### src/rtl/lumatint_pkg.sv
// rtl/lumatint_pkg.sv - shared constants and tint set type for the luma colouriser
package lumatint_pkg;

    localparam int TINT_W   = 8;
    localparam int PIPE_LAT = 2;

    localparam logic [TINT_W-1:0] TINT_UNITY = 8'd255;

    typedef struct packed {
        logic [TINT_W-1:0] r;
        logic [TINT_W-1:0] g;
        logic [TINT_W-1:0] b;
    } tint_t;

endpackage

### src/rtl/lumatint_channel.sv
// rtl/lumatint_channel.sv - one colour channel: gain multiply, shift, lift and saturate
//
// Ports:
//   clk, reset   rising-edge clock, synchronous active-high reset
//   y_in         luma sample entering stage 1
//   gain         tint gain for this sample (255 = unity)
//   lift         black-level offset for this sample
//   en_s1        enable carried alongside the stage-1 sample
//   c_out        channel output, two cycles after y_in
module lumatint_channel
    import lumatint_pkg::*;
#(
    parameter int DW = 8
) (
    input  logic              clk,
    input  logic              reset,
    input  logic [DW-1:0]     y_in,
    input  logic [TINT_W-1:0] gain,
    input  logic [DW-1:0]     lift,
    input  logic              en_s1,
    output logic [DW-1:0]     c_out
);

    localparam logic [DW-1:0] C_MAX = {DW{1'b1}};

    logic [DW+8:0] p_q;
    logic [DW-1:0] y_q;
    logic [DW-1:0] lift_q;
    logic [DW+1:0] sum;
    logic [DW-1:0] c_nxt;

    // Stage 1: product with gain+1 so 255 maps to an exact x256; lift and
    // raw luma travel with the product so stage 2 never mixes samples.
    always_ff @(posedge clk) begin
        if (reset) begin
            p_q    <= '0;
            y_q    <= '0;
            lift_q <= '0;
        end else begin
            p_q    <= {9'd0, y_in} * {{DW{1'b0}}, ({1'b0, gain} + 9'd1)};
            y_q    <= y_in;
            lift_q <= lift;
        end
    end

    always_comb begin
        sum   = {1'b0, p_q[DW+8:8]} + {2'b00, lift_q};
        c_nxt = (sum[DW+1:DW] != 2'b00) ? C_MAX : sum[DW-1:0];
        if (!en_s1) begin
            c_nxt = y_q;
        end
    end

    // Stage 2 register
    always_ff @(posedge clk) begin
        if (reset) begin
            c_out <= '0;
        end else begin
            c_out <= c_nxt;
        end
    end

endmodule

### src/rtl/luma2rgb_tint.sv
// rtl/luma2rgb_tint.sv - luma to tinted RGB with frame-synchronous tint updates
//
// Ports:
//   clk, reset                     rising-edge clock, synchronous active-high reset
//   enable                         1 = tint applied, 0 = grey passthrough
//   y_in                           luma sample
//   hs/vs/de/hb/vb_in              video timing, delayed 2 cycles to *_out
//   tint_r/g/b, lift, tint_wr      tint set and its write strobe
//   r_out, g_out, b_out            colourised pixel
module luma2rgb_tint
    import lumatint_pkg::*;
#(
    parameter int DW = 8
) (
    input  logic          clk,
    input  logic          reset,
    input  logic          enable,
    input  logic [DW-1:0] y_in,
    input  logic          hs_in,
    input  logic          vs_in,
    input  logic          de_in,
    input  logic          hb_in,
    input  logic          vb_in,
    input  logic [7:0]    tint_r,
    input  logic [7:0]    tint_g,
    input  logic [7:0]    tint_b,
    input  logic [DW-1:0] lift,
    input  logic          tint_wr,
    output logic [DW-1:0] r_out,
    output logic [DW-1:0] g_out,
    output logic [DW-1:0] b_out,
    output logic          hs_out,
    output logic          vs_out,
    output logic          de_out,
    output logic          hb_out,
    output logic          vb_out
);

    tint_t         act_tint, pend_tint, act_tint_nxt, wr_tint;
    logic [DW-1:0] act_lift, pend_lift, act_lift_nxt;
    logic          pend_flag;
    logic          vb_q;
    logic          boundary;
    logic          en_s1;
    logic [4:0]    tim_s1, tim_s2;

    // The next active set is also what stage 1 consumes, so samples in the
    // boundary cycle already see the new tint.
    always_comb begin
        wr_tint      = '{r: tint_r, g: tint_g, b: tint_b};
        boundary     = vb_in & ~vb_q;
        act_tint_nxt = act_tint;
        act_lift_nxt = act_lift;
        if (boundary && tint_wr) begin
            act_tint_nxt = wr_tint;
            act_lift_nxt = lift;
        end else if (boundary && pend_flag) begin
            act_tint_nxt = pend_tint;
            act_lift_nxt = pend_lift;
        end
    end

    always_ff @(posedge clk) begin
        if (reset) begin
            act_tint  <= '{r: TINT_UNITY, g: TINT_UNITY, b: TINT_UNITY};
            pend_tint <= '{r: TINT_UNITY, g: TINT_UNITY, b: TINT_UNITY};
            act_lift  <= '0;
            pend_lift <= '0;
            pend_flag <= 1'b0;
            vb_q      <= 1'b0;
        end else begin
            vb_q     <= vb_in;
            act_tint <= act_tint_nxt;
            act_lift <= act_lift_nxt;
            if (boundary) begin
                pend_flag <= 1'b0;
            end else if (tint_wr) begin
                pend_tint <= wr_tint;
                pend_lift <= lift;
                pend_flag <= 1'b1;
            end
        end
    end

    always_ff @(posedge clk) begin
        if (reset) begin
            en_s1  <= 1'b0;
            tim_s1 <= '0;
            tim_s2 <= '0;
        end else begin
            en_s1  <= enable;
            tim_s1 <= {hs_in, vs_in, de_in, hb_in, vb_in};
            tim_s2 <= tim_s1;
        end
    end

    assign {hs_out, vs_out, de_out, hb_out, vb_out} = tim_s2;

    lumatint_channel #(.DW(DW)) u_ch_r (
        .clk   (clk),
        .reset (reset),
        .y_in  (y_in),
        .gain  (act_tint_nxt.r),
        .lift  (act_lift_nxt),
        .en_s1 (en_s1),
        .c_out (r_out)
    );

    lumatint_channel #(.DW(DW)) u_ch_g (
        .clk   (clk),
        .reset (reset),
        .y_in  (y_in),
        .gain  (act_tint_nxt.g),
        .lift  (act_lift_nxt),
        .en_s1 (en_s1),
        .c_out (g_out)
    );

    lumatint_channel #(.DW(DW)) u_ch_b (
        .clk   (clk),
        .reset (reset),
        .y_in  (y_in),
        .gain  (act_tint_nxt.b),
        .lift  (act_lift_nxt),
        .en_s1 (en_s1),
        .c_out (b_out)
    );

endmodule

### config.mk
export PLATFORM = sky130hd
export DESIGN_NAME = luma2rgb_tint
export DESIGN_NICKNAME = d
export VERILOG_FILES = /design/src/rtl/lumatint_pkg.sv /design/src/rtl/lumatint_channel.sv /design/src/rtl/luma2rgb_tint.sv
export SDC_FILE = /design/constraint.sdc
export NUM_CORES = 1
export LEC_CHECK = 0
export ABC_AREA = 1
export BUFFER_PORTS_ARGS = -buffer_cell sky130_fd_sc_hd__buf_2
export CORE_MARGIN = 1
export CORE_UTILIZATION = 57
export DETAILED_ROUTE_END_ITERATION = 8
export PLACE_DENSITY_LB_ADDON = 0.15
export SYNTH_ARGS = -nofsm -noshare
export SYNTH_HDL_FRONTEND = slang
export SYNTH_SLANG_ARGS = --single-unit
### constraint.sdc
create_clock -name clk -period 5.6 [get_ports clk]
set_input_delay 0.56 -clock clk [delete_from_list [all_inputs] [get_ports clk]]
set_output_delay 0.56 -clock clk [all_outputs]
set_load 0.02 [all_outputs]
==> results of run 1 <==
-- logic make-up after synthesis --
group           count (synthesis)
flops                         135
xor+xnor                       28
simple gates                  843
buf+inv                       371
fa+ha+maj                     255
compound gates                206
-- metal layers --
layer / share of wire [%] / routed length [µm] / up-vias / global-route usage (%)
met5: 0 / 0 / - / 0
met2: 46 / 17200 / 460 / 54.3
met3: 6.8 / 2560 / 110 / 5.14
met1: 43 / 16100 / 5881 / 41.5
li1: - / - / 6085 / -
met4: 4.0 / 1500 / 0 / 14.8
-- what timing repair did --
item,in CTS,in global routing
endpoints found under the setup margin,0,27
endpoints found under the hold margin,0,0
buffers inserted,0,8
gates resized for setup,0,57
-- final cells by class --
cell class	count	share of cell area [%]
multi-input cells	1332	60.2
flip-flops and latches	135	17.3
repair buffers	205	8.71
inverters	315	7.59
clock buffers	17	2.71
clock inverters	15	1.00
well taps	313	2.50
-- worst max-delay path by stage --
stage          cells past startpoint  slack, ns             end
3_5_place_dp                      27      -0.09  u_ch_r.p_q[16]
4_1_cts                           26       0.08  u_ch_r.p_q[16]
2_1_floorplan                     29       0.16  u_ch_r.p_q[16]
6_report                          28       0.25  u_ch_b.p_q[16]
3_3_place_gp                      27       0.02  u_ch_r.p_q[16]
5_1_grt                           28      -0.04  u_ch_g.p_q[12]
-- Yosys cell counts (all sizes together), types with 16 or more instances --
cell type and number:
nand4 19, ha 129, inv 311, clkbuf 40, nor2 288, a21oi 105
o21ai 59, nand3 117, xor2 16, buf 16, dfxtp 135, fa 126
nand2 387
-- worst max-delay path, delay by kind of cell (launching register included) --
kind,cells,cell delay [ns]
adders and majority gates,6,2.53
buffers and inverters,7,0.65
DFF,1,0.34
and+or+nand+nor,15,1.78
-- stage by stage --
step	std cells	worst slack, ns	instance area [µm²]
6_report	2332	0.252	15700
5_1_grt	2332	-0.0411	15700
4_1_cts	2324	0.0796	15400
3_5_place_dp	2292	-0.0861	14800
3_3_place_gp	2292	0.0185	14800
2_1_floorplan	1838	0.157	13400
-- state kept, by name, summed over array words and instances, names as in the netlist, 8 cells and up --
| name | cells |
|---|---|
| act_tint | 24 |
| pend_lift | 8 |
| pend_tint | 24 |
| u_ch_b.c_out | 8 |
| u_ch_b.p_q | 9 |
| u_ch_g.c_out | 8 |
| u_ch_g.lift_q | 8 |
| u_ch_g.p_q | 9 |
| u_ch_g.y_q | 8 |
| u_ch_r.c_out | 8 |
| u_ch_r.p_q | 9 |
-- power by group through the flow --
stage | registers (mW) | logic [mW] | clock network (mW)
finish | 1.21 | 7.55 | 1.15
global route | 1.21 | 8.58 | 1.21
CTS | 1.20 | 7.12 | 1.16
detailed placement | 1.22 | 7.02 | 0
global placement | 1.22 | 6.90 | 0
floorplan | 1.20 | 4.68 | 0
==> results.json, run 1 <==
{
  "cpMaxStageDelayCell": "fa_1",
  "slew_headroom_pct": 32.7,
  "worst_pin_slew_ns": 1.01,
  "final_core_util_pct": 68.5,
  "grt_max_degree": 53,
  "hold_ws_ns": 0.334,
  "layout.nets": 2310,
  "netlist_area_um2": 13400,
  "final_cell_mix": "nand2_1 (368), inv_1 (299), nor2_1 (253)",
  "ys_seq_elements": 135,
  "p_leak_nw": 8.46,
  "synth_top_family_by_area": "adder cells",
  "synth-edff-count": 0,
  "p_per_area_nw_per_um2": 631,
  "multi_input_area_um2": 9450,
  "rr_worst_depth": 28,
  "cts_tree": "yes",
  "cts-buffers-inserted": 17,
  "finalSetupTns_ns": 0,
  "rsz0062_at_grt": "true",
  "routed_via_density": 5.38,
  "drv_cap": 0,
  "async_flop_share_pct": 0,
  "ys_warn_count": 0,
  "clk_path_buf_depth": 2,
  "remaining_drc_errors": 0,
  "postCtsHoldBufs": 0,
  "grt_overflow": 0,
  "core_area_um2": 22900,
  "cts.sink_count": 135,
  "drive_gt1_share_pct": 17.7,
  "power.total_mw": 9.90,
  "ctsRootBufferMaster": "clkbuf_16",
  "ant_nets": 0,
  "regArea_um2": 2710,
  "whs_path_depth": 3,
  "synthSimpleGateAreaFrac_pct": 26.7,
  "diodes": 0,
  "min_from": "vs_in",
  "layout_commonest_cell": "nand2_1",
  "synth_nets": 2142,
  "cp-end-kind": "flip-flop",
  "grt_usage_pct": 32.5,
  "max_freq_mhz": 187,
  "fin_crit_sh_pct": 95.5,
  "hold_path.class": "in2reg",
  "reg2reg_from": "tim_s1[0]",
  "ys_seq_area_share_pct": 20.1,
  "switchingPower_mw": 4.94,
  "ios": 78,
  "slew_violations": 0,
  "synth_compound_area_share_pct": 9.22,
  "drt-initial-drc-count": 775,
  "routedWlPerCell_um": 16.0,
  "r2r-end": "u_ch_b.p_q[16]",
  "grt_first_pass_wirelength_mm": 61.3,
  "crit_path_start_kind": "flip-flop",
  "fp.dieArea_um2": 24200,
  "yosys-top-cells-area": "dfxtp_1 (20%), fa_1 (19%), ha_1 (12%)",
  "vias": 12500,
  "period_needed_ns": 5.35,
  "yosys.area_share.xor_xnor_pct": 2.13,
  "grt_pass1_vias": 12600,
  "core.rowCount": 55,
  "fp.dieH_um": 156,
  "htreeDepth": 4,
  "arrival_ns": 5.71,
  "place_congestion": 0.929,
  "num-fill-cells": 1989,
  "yosys.area.top_type": "dfxtp_1",
  "setup_violations": 0,
  "cp.required_ns": 5.96,
  "swShare_pct": 49.9,
  "vdd_drop_max_v": 0.000708,
  "pwr-share-comb_pct": 76.2,
  "routed_wl_mm": 37.4,
  "dp_hpwl_mm": 29.2,
  "area_delta_synth_final_pct": 16.7,
  "finalHoldViolations": 0,
  "insertion_delay_ns": 0.43,
  "antenna_found_initial": 0,
  "share_seq_of_total_power_pct": 12.2,
  "internal_power_mw": 4.96,
  "hold_path_end": "tim_s1[3]",
  "status": "complete, no violations",
  "synth_flop_cell": "dfxtp_1",
  "cts.reportedPaths.clkPinSlew_ns": 0.07,
  "synth_top_area_share_pct": 20.1,
  "die_w_um": 156,
  "synth_cells": 1838,
  "initial_utilization_pct": 58.7,
  "synth_mux_area_share_pct": 0,
  "syn_area_per_cell_um2": 7.31,
  "cp_slowest_stage_delay_ns": 0.53,
  "synthAdderAreaFrac_pct": 30.8,
  "rrSetupSlack_ns": 0.25,
  "dr.pass1.iters": 6,
  "synth.distinct_cells": 54,
  "critPathLaunch": "tim_s1[0]",
  "critical_path_class": "reg2reg",
  "portBuffers": 77,
  "skew_ns": 0.00989,
  "p_clk_share_pct": 11.6,
  "crit_path_max_fanout": 9
}
Power figures use the tool's default switching activity.
==> inputs of run 2 (changes only) <==
--- a/config.mk
+++ b/config.mk
@@ -8,7 +8,8 @@
 export ABC_AREA = 1
 export BUFFER_PORTS_ARGS = -buffer_cell sky130_fd_sc_hd__buf_2
 export CORE_MARGIN = 1
-export CORE_UTILIZATION = 57
+export CORE_UTILIZATION = 58
+export CTS_BUF_LIST = sky130_fd_sc_hd__clkbuf_8
 export DETAILED_ROUTE_END_ITERATION = 8
 export PLACE_DENSITY_LB_ADDON = 0.15
 export SYNTH_ARGS = -nofsm -noshare
==> run 2 against run 1 <==
Register-to-register slack gained 0.02 ns. Design area decreased by 1.0%. Wire length down 0.77%. Core utilization down 0.083 points. Sequential share of layout area up 0.16 points. Fmax grew 0.40%. Flip-flop and latch count stayed put. Critical path type unchanged. Critical endpoint is now u_ch_r.p_q[15].
==> results.json, run 2 (synthesis gave the netlist of run 1 again) <==
{
  "critical_path_class": "reg2reg",
  "grt_pass1_vias": 12600,
  "drv_cap": 0,
  "max_freq_mhz": 188,
  "fp.dieArea_um2": 23800,
  "arrival_ns": 5.69,
  "grt_usage_pct": 32.6,
  "cp-end-kind": "flip-flop",
  "htreeDepth": 4,
  "worst_pin_slew_ns": 1.03,
  "routed_wl_mm": 37.1,
  "grt_max_degree": 59,
  "dpl-instance-area_um2": 14800,
  "status": "complete, no violations",
  "cp_slowest_stage_delay_ns": 0.56,
  "drive_gt1_share_pct": 18.2,
  "clk_path_buf_depth": 2,
  "crit_path_max_fanout": 6,
  "final_core_util_pct": 68.4,
  "dr.pass1.iters": 5,
  "p_per_area_nw_per_um2": 616,
  "place_congestion": 0.915,
  "fin_crit_sh_pct": 95.1,
  "slew_headroom_pct": 31.0,
  "antenna_found_initial": 1,
  "routed_via_density": 5.44,
  "biggestRegsByFlops": "act_tint (24), pend_tint (24)",
  "cts_tree": "yes",
  "grt_overflow": 0,
  "routedWlPerCell_um": 16.1,
  "postCtsHoldBufs": 0,
  "remaining_drc_errors": 0,
  "core_area_um2": 22700,
  "final_area_um2": 15500,
  "vias": 12500,
  "skew_ns": 0.0189,
  "initial_utilization_pct": 59.2,
  "p_leak_nw": 8.37,
  "diodes": 0,
  "crit_top_cell": "nand2_1",
  "fp.dieH_um": 154,
  "finalHoldViolations": 0,
  "path_delay_family": "adder cells",
  "grt_first_pass_wirelength_mm": 60.8,
  "die_w_um": 154,
  "path_buf_inv": 7,
  "cts-buffers-inserted": 17,
  "cts.sink_count": 135,
  "hold_path.class": "in2reg",
  "layout.nets": 2308,
  "drt-initial-drc-count": 823,
  "vdd_drop_max_v": 0.000610,
  "period_needed_ns": 5.33,
  "ant_nets": 0,
  "setup_violations": 0,
  "dp_hpwl_mm": 29.0,
  "cp.required_ns": 5.96,
  "rsz0062_at_grt": "true",
  "cpMaxStageDelayCell": "fa_1",
  "crit_path_start_kind": "flip-flop",
  "area_delta_synth_final_pct": 15.5,
  "portBuffers": 77,
  "cts.reportedPaths.clkPinSlew_ns": 0.09,
  "ctsRootBufferMaster": "clkbuf_8",
  "layout_commonest_cell": "nand2_1",
  "final_cell_mix": "nand2_1 (360), inv_1 (301), nor2_1 (251)",
  "slew_violations": 0,
  "insertion_delay_ns": 0.47,
  "core.rowCount": 55,
  "ios": 78
}
## run 2: where the power goes
part	total (mW)	internal [mW]	leakage, nW	switching, mW
logic	7.52	3.21	7.07	4.31
registers	1.20	1.12	1.12	0.0821
clock network	0.835	0.374	0.191	0.461
## run 2: worst paths after layout
| check | cells after the start | endpoint | startpoint | slack, ns |
|---|---|---|---|---|
| worst max-delay path | 28 | u_ch_r.p_q[15] | tim_s1[0] | 0.27 |
| worst min-delay path | 3 | tim_s1[1] | hb_in | 0.29 |
| worst max register to register | 28 | u_ch_r.p_q[15] | tim_s1[0] | 0.27 |
| worst min register to register | 2 | tim_s2[4] | tim_s1[4] | 0.41 |
## run 2: worst reg2reg max path, delay by kind of cell (launching register included)
family                   cells  cell delay [ns]
flip-flops                   1             0.35
AND/OR/NAND/NOR             12             1.13
AO/OA/AOI/OAI                4             0.62
adder cells (fa/ha/maj)      5             2.30
buffers and inverters        7             0.81
## run 2: what timing repair did
item / in CTS / in global routing
endpoints found under the hold margin: 0 / 0
pin swaps: 0 / 30
setup buffers: 0 / 12
gates resized for setup: 1 / 73
endpoints found under the setup margin: 1 / 27
## run 2: final cells by class
class                           instances  area [µm²]
Sequential cell                       135        2710
Clock buffer                           18         248
Clock inverter                         14         138
Timing Repair Buffer                  203        1350
Inverter                              315        1190
Multi-Input combinational cell       1332        9540
Fill cell                            1964        7180
Tap cell                              285         357
## run 2: stage by stage
step                      instances  hold slack (ns)  TNS (ns)  setup slack [ns]  power, mW
final                          2302            0.293         0             0.273       9.56
after global routing           2302            0.273    -0.422            -0.106       10.7
after floorplan                1838            0.388         0             0.157       5.89
after detailed placement       2258            0.400     -2.07            -0.204       8.15
after CTS                      2290            0.283         0            0.0224       9.04
after global placement         2258            0.391    -0.252           -0.0870       8.02
## run 2: routing by layer
| metal | global-route usage [%] | wire, µm | up-vias |
|---|---|---|---|
| met1 | 41.4 | 15800 | 5898 |
| met3 | 4.76 | 2430 | 96 |
| met5 | 0 | 0 | - |
| li1 | - | - | 6072 |
| met2 | 55.8 | 17300 | 456 |
| met4 | 13.8 | 1490 | 0 |
